--- config.mk ---
export PLATFORM = sky130hd
export DESIGN_NAME = vga_timing_gen
export DESIGN_NICKNAME = d
export VERILOG_FILES = /design/src/rtl/vga_timing_gen.sv
export SDC_FILE = /design/constraint.sdc
export NUM_CORES = 1
export LEC_CHECK = 0
export CAP_MARGIN = 30
export CORE_UTILIZATION = 45
export CTS_CLUSTER_DIAMETER = 120
export DETAILED_ROUTE_END_ITERATION = 16
export PLACE_DENSITY = 0.72
export RECOVER_POWER = 25
export SLEW_MARGIN = 30
export SYNTH_ARGS = -nofsm -noshare
export SYNTH_HDL_FRONTEND = slang
export SYNTH_SLANG_ARGS = --single-unit
--- constraint.sdc ---
create_clock -name clk -period 3.4 [get_ports clk]
set_clock_uncertainty 0.2 [all_clocks]
set_input_delay 0.68 -clock clk [delete_from_list [all_inputs] [get_ports clk]]
set_output_delay 0.68 -clock clk [all_outputs]
set_load 0.02 [all_outputs]
--- src/rtl/vga_timing_gen.sv ---
// Raster timing generator: pixel-enabled h/v counters with registered sync, visible and strobe decode.
// Latency: outputs are flops loaded from the next counter values; there is no backpressure and pix_en only gates advance.
// Optional VGA_FRAME_COUNT_EN adds a 10-bit frame counter that is registered alongside frame_start.
module vga_timing_gen #(
  parameter int H_DISPLAY   = 640,
  parameter int H_FRONT     = 16,
  parameter int H_SYNC      = 96,
  parameter int H_BACK      = 48,
  parameter int V_DISPLAY   = 480,
  parameter int V_FRONT     = 10,
  parameter int V_SYNC      = 2,
  parameter int V_BACK      = 33,
  parameter bit SYNC_ACTIVE = 1'b0
) (
  input  logic       clk,
  input  logic       rst_n,
  input  logic       pix_en,
`ifdef VGA_FRAME_COUNT_EN
  output logic [9:0] frame_count,
`endif
  output logic [9:0] hpos,
  output logic [9:0] vpos,
  output logic       hsync,
  output logic       vsync,
  output logic       visible,
  output logic       line_start,
  output logic       frame_start
);

  localparam int H_TOTAL = H_DISPLAY + H_FRONT + H_SYNC + H_BACK;
  localparam int V_TOTAL = V_DISPLAY + V_FRONT + V_SYNC + V_BACK;

  localparam logic [9:0] H_LAST     = 10'(H_TOTAL - 1);
  localparam logic [9:0] V_LAST     = 10'(V_TOTAL - 1);
  localparam logic [9:0] H_VIS_END  = 10'(H_DISPLAY);
  localparam logic [9:0] V_VIS_END  = 10'(V_DISPLAY);
  localparam logic [9:0] HS_START   = 10'(H_DISPLAY + H_FRONT);
  localparam logic [9:0] HS_END     = 10'(H_DISPLAY + H_FRONT + H_SYNC);
  localparam logic [9:0] VS_START   = 10'(V_DISPLAY + V_FRONT);
  localparam logic [9:0] VS_END     = 10'(V_DISPLAY + V_FRONT + V_SYNC);

  logic [9:0] h_nxt;
  logic [9:0] v_nxt;
  logic       h_wrap;
  logic       v_wrap;
  logic       hs_nxt;
  logic       vs_nxt;
  logic       vis_nxt;

  // Next counter values; hpos/vpos are themselves the state registers.
  always_comb begin
    h_nxt  = hpos;
    v_nxt  = vpos;
    h_wrap = 1'b0;
    v_wrap = 1'b0;
    if (pix_en) begin
      if (hpos == H_LAST) begin
        h_nxt  = '0;
        h_wrap = 1'b1;
        if (vpos == V_LAST) begin
          v_nxt  = '0;
          v_wrap = 1'b1;
        end else begin
          v_nxt = vpos + 10'd1;
        end
      end else begin
        h_nxt = hpos + 10'd1;
      end
    end
  end

  // Decode from the next values so every registered output lines up with hpos/vpos.
  always_comb begin
    hs_nxt  = ((h_nxt >= HS_START) && (h_nxt < HS_END)) ? SYNC_ACTIVE : ~SYNC_ACTIVE;
    vs_nxt  = ((v_nxt >= VS_START) && (v_nxt < VS_END)) ? SYNC_ACTIVE : ~SYNC_ACTIVE;
    vis_nxt = (h_nxt < H_VIS_END) && (v_nxt < V_VIS_END);
  end

  always_ff @(posedge clk or negedge rst_n) begin
    if (!rst_n) begin
      hpos        <= '0;
      vpos        <= '0;
      hsync       <= ~SYNC_ACTIVE;
      vsync       <= ~SYNC_ACTIVE;
      visible     <= 1'b1;
      line_start  <= 1'b0;
      frame_start <= 1'b0;
    end else begin
      hpos        <= h_nxt;
      vpos        <= v_nxt;
      hsync       <= hs_nxt;
      vsync       <= vs_nxt;
      visible     <= vis_nxt;
      line_start  <= h_wrap;
      frame_start <= v_wrap;
    end
  end

`ifdef VGA_FRAME_COUNT_EN
  // Animation time base; advances on the same edge that raises frame_start.
  always_ff @(posedge clk or negedge rst_n) begin
    if (!rst_n) begin
      frame_count <= '0;
    end else if (v_wrap) begin
      frame_count <= frame_count + 10'd1;
    end
  end
`endif

endmodule

### Word level (Yosys, flattened, before mapping)

Index checks and enable logic that the tools add are counted.

* add/sub/neg operators: 2
* $mul: 0
* div/mod/pow operators: 0
* order comparisons: 6
* eq/ne operators: 2
* shift operators: 0
* mux-type cells: 12
* bitwise operators: 0
* reductions and logical operators: 3

Operator list (number)
* $mux 10: 5
* $add 10x1->10 const B: 2
* $eq 10x10->1 const B: 2
* $lt 10x10->1 const B: 2
* $lt 10x9->1 const B: 2
* $ge 10x10->1 const B: 1
* $ge 10x9->1 const B: 1
* $mux 1: 7
* $logic_and 1x1->1: 3

* register bits: 25
* bits in latches: 0
* memory bits (writable): 0
* ROM bits: 0
* logic and storage cells: 32
* memories kept: 0

### Depth between registers and ports, before layout

* depth in word-level cells: 7
* mapped depth: 9

### Least setup slack after synthesis

No wires, ideal clock.

* path kind: flip-flop to flip-flop
* start: register hpos[0]
* end: register vsync
* library setup time: 0.096 ns
* arrival: 2.450 ns
* required time: 3.104 ns
* path slack: 0.655 ns
* stages on the path, launching flop included: 8
* cells stage by stage: dfrtp_1 -> ha_1 -> nand2_2 -> or4_4 -> buf_6 -> or4_4 -> a2111oi_2 -> nand4_1

* cells in the longest elaborated chain, start to end: 6
* elaborated cells between the ends (all ways): 7
* those cells by class: order compare: 2; eq/ne: 1; mux: 3; reduce/logical: 1

Ends and longest elaborated chain
* from (decl): RTL line 21 `output logic [9:0] hpos,`
* from (signal assigned): RTL line 89 `hpos <= h_nxt;`
* $eq 10x10->1 (*): RTL line 57 `if (hpos == H_LAST) begin`
* $mux 10 (*): RTL line 57
* $mux 10 (*): RTL line 56 `if (pix_en) begin`
* $ge 10x9->1 / $lt 10x9->1 (equally long branches): RTL line 75 `vs_nxt = ((v_nxt >= VS_START) && (v_nxt < VS_END)) ? SYNC_ACTIVE : ~SYNC_ACTIVE;`
* $logic_and 1x1->1 (*): RTL line 75
* $mux 1 (*): RTL line 75
* net vs_nxt: RTL line 47 `logic vs_nxt;`
* to (signal assigned): RTL line 84 `vsync <= ~SYNC_ACTIVE;`
* to (signal assigned): RTL line 92 `vsync <= vs_nxt;`
* to (decl): RTL line 24 `output logic vsync,`

Mark *: on every way through the listed nets, which the timed path passes. The rest lies on a longest branch.

### Final worst setup path

* start: input port pix_en
* end: register vsync

* cells in the longest elaborated chain, start to end: 4
* elaborated cells between the ends (all ways): 5
* those cells by class: order compare: 2; mux: 2; reduce/logical: 1

Ends and longest elaborated chain
* from (decl): RTL line 17 `input logic pix_en,`
* $mux 10 (*): RTL line 56
* $ge 10x9->1 / $lt 10x9->1 (equally long branches): RTL line 75
* $logic_and 1x1->1 (*): RTL line 75
* $mux 1 (*): RTL line 75
* net vs_nxt: RTL line 47

Marks and branches as above.

==> flow_metrics.env <==
export IMPL_synth_simple_area_share_pct=24.85
export IMPL_placedInstanceArea_um2=1607
export IMPL_leakage_nw=0.6826
export IMPL_tns_ns=0
export IMPL_min_period_ns=2.900
export IMPL_finalHoldViolations=0
export IMPL_powerDensity_nw_per_um2=481.3
export IMPL_crit_fanout=9
export IMPL_cp_top_family="simple AND/OR/NAND/NOR gates"
export IMPL_synth_xor_area_share_pct=7.447
export IMPL_dpl_worst_slack_ns=0.1303
export IMPL_initial_core_util_pct=47.32
export IMPL_status="completed"
export IMPL_r2r_start="hpos[0]"
export IMPL_ios=28
export IMPL_nets=168
export IMPL_synth_area_leaders="dfrtp_1 (43%), dfstp_2 (6.1%), xnor2_1 (6.1%)"
export IMPL_whs_ns=0.3356
export IMPL_dpl_hpwl_mm=1.956
export IMPL_area_growth_pct=26.21
export IMPL_critPathSlowestCell="or4_4"
export IMPL_synthArstFlopShare_pct=100.0
export IMPL_worst_path_stages=6
export IMPL_max_freq_ghz=0.3449
export IMPL_muxShareOfSynthArea_pct=2.321
export IMPL_critPathLaunch="pix_en"
export IMPL_grt_overflow=0
export IMPL_ys_flop_type="dfrtp_1"
export IMPL_finalSetupViolCount=0
export IMPL_drc=0
export IMPL_clockBufferDepth=2
export IMPL_ctsHoldBuffers=0
export IMPL_relSlewSlack_pct=12.10
export IMPL_power_mw=0.7858
export IMPL_cp_required_ns=3.46
export IMPL_num_rows=19
export IMPL_cts_sink_count=25
export IMPL_rr_worst_depth=6
export IMPL_drive_gt1_share_pct=9.317
export IMPL_worstPathCellList="clkdlybuf4s50_1 > nand2_2 > or4_4 > or4_4 > a2111oi_2 > nand4_1"
export IMPL_htree_levels=1
export IMPL_cts_tree="built"
export IMPL_die_area_um2=3094
export IMPL_start_kind="input pin"
export IMPL_synth_largest_area_cell="dfrtp_1"
export IMPL_via_count=1077
export IMPL_die_height_um=55.62
export IMPL_maxCapViolations=0
export IMPL_ys_types=41
export IMPL_cts_setup_buffers=0
export IMPL_crit_arrival_ns=2.96
export IMPL_place_congestion=0.8503
export IMPL_yosysWarningCount=0
export IMPL_cpPeakStageDelay_ns=0.58
export IMPL_core_area_um2=2734
export IMPL_grt_max_degree=26
export IMPL_synth_top_area_share_pct=42.55
export IMPL_postSynthAreaPerCell_um2=9.952
export IMPL_synth_most_common_cell="dfrtp_1"
export IMPL_synthTopCellsByCount="dfrtp_1 (22), nand2_1 (10), nor2_1 (9), xnor2_1 (9)"
export IMPL_antenna_found_initial=0
export IMPL_hold_class="reg2reg"
export IMPL_synth_edf_count=0
export IMPL_fin_ws_ns=0.5005
export IMPL_cts_buffers=3
export IMPL_rsz0062_at_grt="no"
export IMPL_wl_per_cell_um=13.65
export IMPL_syn_area_um2=1294
export IMPL_synthAdderAreaFrac_pct=2.901
export IMPL_ir_drop_mv=0.5480
export IMPL_fin_crit_sh_pct=85.28
export IMPL_grt_total_usage_pct=18.78
export IMPL_synth_compound_area_share_pct=9.768
export IMPL_vias_per_cell=5.609
export IMPL_diodes=0
export IMPL_crit_top_cell="or4_4"
export IMPL_dp_cells=188
export IMPL_hold_start="vpos[8]"
export IMPL_syn_inst=130
export IMPL_syn_num_nets=136
export IMPL_root_buffer="clkbuf_4"
export IMPL_die_x_um=55.62
export IMPL_synth_top_family_by_area="simple AND/OR/NAND/NOR gates"
export IMPL_whs_path_depth=1
export IMPL_worst_setup_path_type="in2reg"
export IMPL_utilization_pct=59.73
export IMPL_drt_iter0_drc=39
export IMPL_port_buffers=27
export IMPL_post_cts_resize_count=0
export IMPL_ant_nets=0
export IMPL_grt_pass1_vias=1025
export IMPL_tightest_slew_ns=1.318
export IMPL_cts_clk_slew_worst_paths_ns=0.14
export IMPL_insertion_delay_ns=0.33
export IMPL_critPathCaptureType="register"
export IMPL_drtPass1Iterations=2
export IMPL_cp_num_buf_inv=1
export IMPL_design_area_um2=1633
export IMPL_grt_pass1_wl_mm=4.574
export IMPL_finalMaxSlewViolations=0
export IMPL_ys_seq_area_share_pct=48.65
export IMPL_wirelength_mm=2.620
export IMPL_stdcell_count=192
export IMPL_yosys_register_bits=25
cells by family after synthesis:
| group | after synthesis |
|---|---|
| flip-flops | 25 |
| AND/OR/NAND/NOR | 57 |
| XOR/XNOR | 11 |
| AO/OA/AOI/OAI | 19 |
| multiplexers | 3 |
| adder cells (fa/ha/maj) | 3 |
| buffers and inverters | 12 |
flip-flops by register name, indices dropped and copies added, names as in the netlist:
| name | cells |
|---|---|
| hsync | 1 |
| visible | 1 |
| hpos | 10 |
| vsync | 1 |
| line_start | 1 |
| frame_start | 1 |
| vpos | 10 |
cell usage in the layout (no fill, tap or decap), types with 4 or more instances in the layout:
cell	instances
nor2_1	9
nor3_1	5
dfrtp_1	22
a21oi_1	4
inv_1	8
nand2_1	10
clkdlybuf4s50_1	26
o21ai_0	4
nand3_1	8
xnor2_1	9
nand4_1	4
where the power goes:
| group | switching (mW) | internal (mW) |
|---|---|---|
| Sequential | 0.0562 | 0.338 |
| Combinational | 0.131 | 0.121 |
| Clock | 0.0947 | 0.0450 |
| Total | 0.282 | 0.504 |
worst register-to-register path: stages (launching register included):
cell and delay [ns]:
dfrtp_1 0.44, ha_1 0.18, nand2_2 0.09, or4_4 0.59, or4_4 0.54, a2111oi_2 0.41
nand4_1 0.14
final cells by class:
class	instances	area, um2
multi-input cells	93	611.8
flip-flops and latches	25	629.4
repair buffers	30	289.0
well taps	31	38.79
inverters	9	33.78
clock inverters	1	7.507
clock buffers	3	22.52
fillers	237	1101
worst paths after layout:
path                       slack, ns    endpoint
min reg2reg                     0.34     vpos[8]
min in group asynchronous       0.94     hpos[8]
max reg2reg                     0.73       vsync
max in group asynchronous       1.28  line_start
min                             0.34     vpos[8]
max                             0.50       vsync
routing by layer:
metal,up-vias,routed length (um),GRT usage [%]
li1,532,-,-
met1,518,1265,26.11
met2,22,1228,29.09
met3,5,76,2.093
met4,0,49,9.643
met5,-,0,0
(Power assumes the default switching activity.)
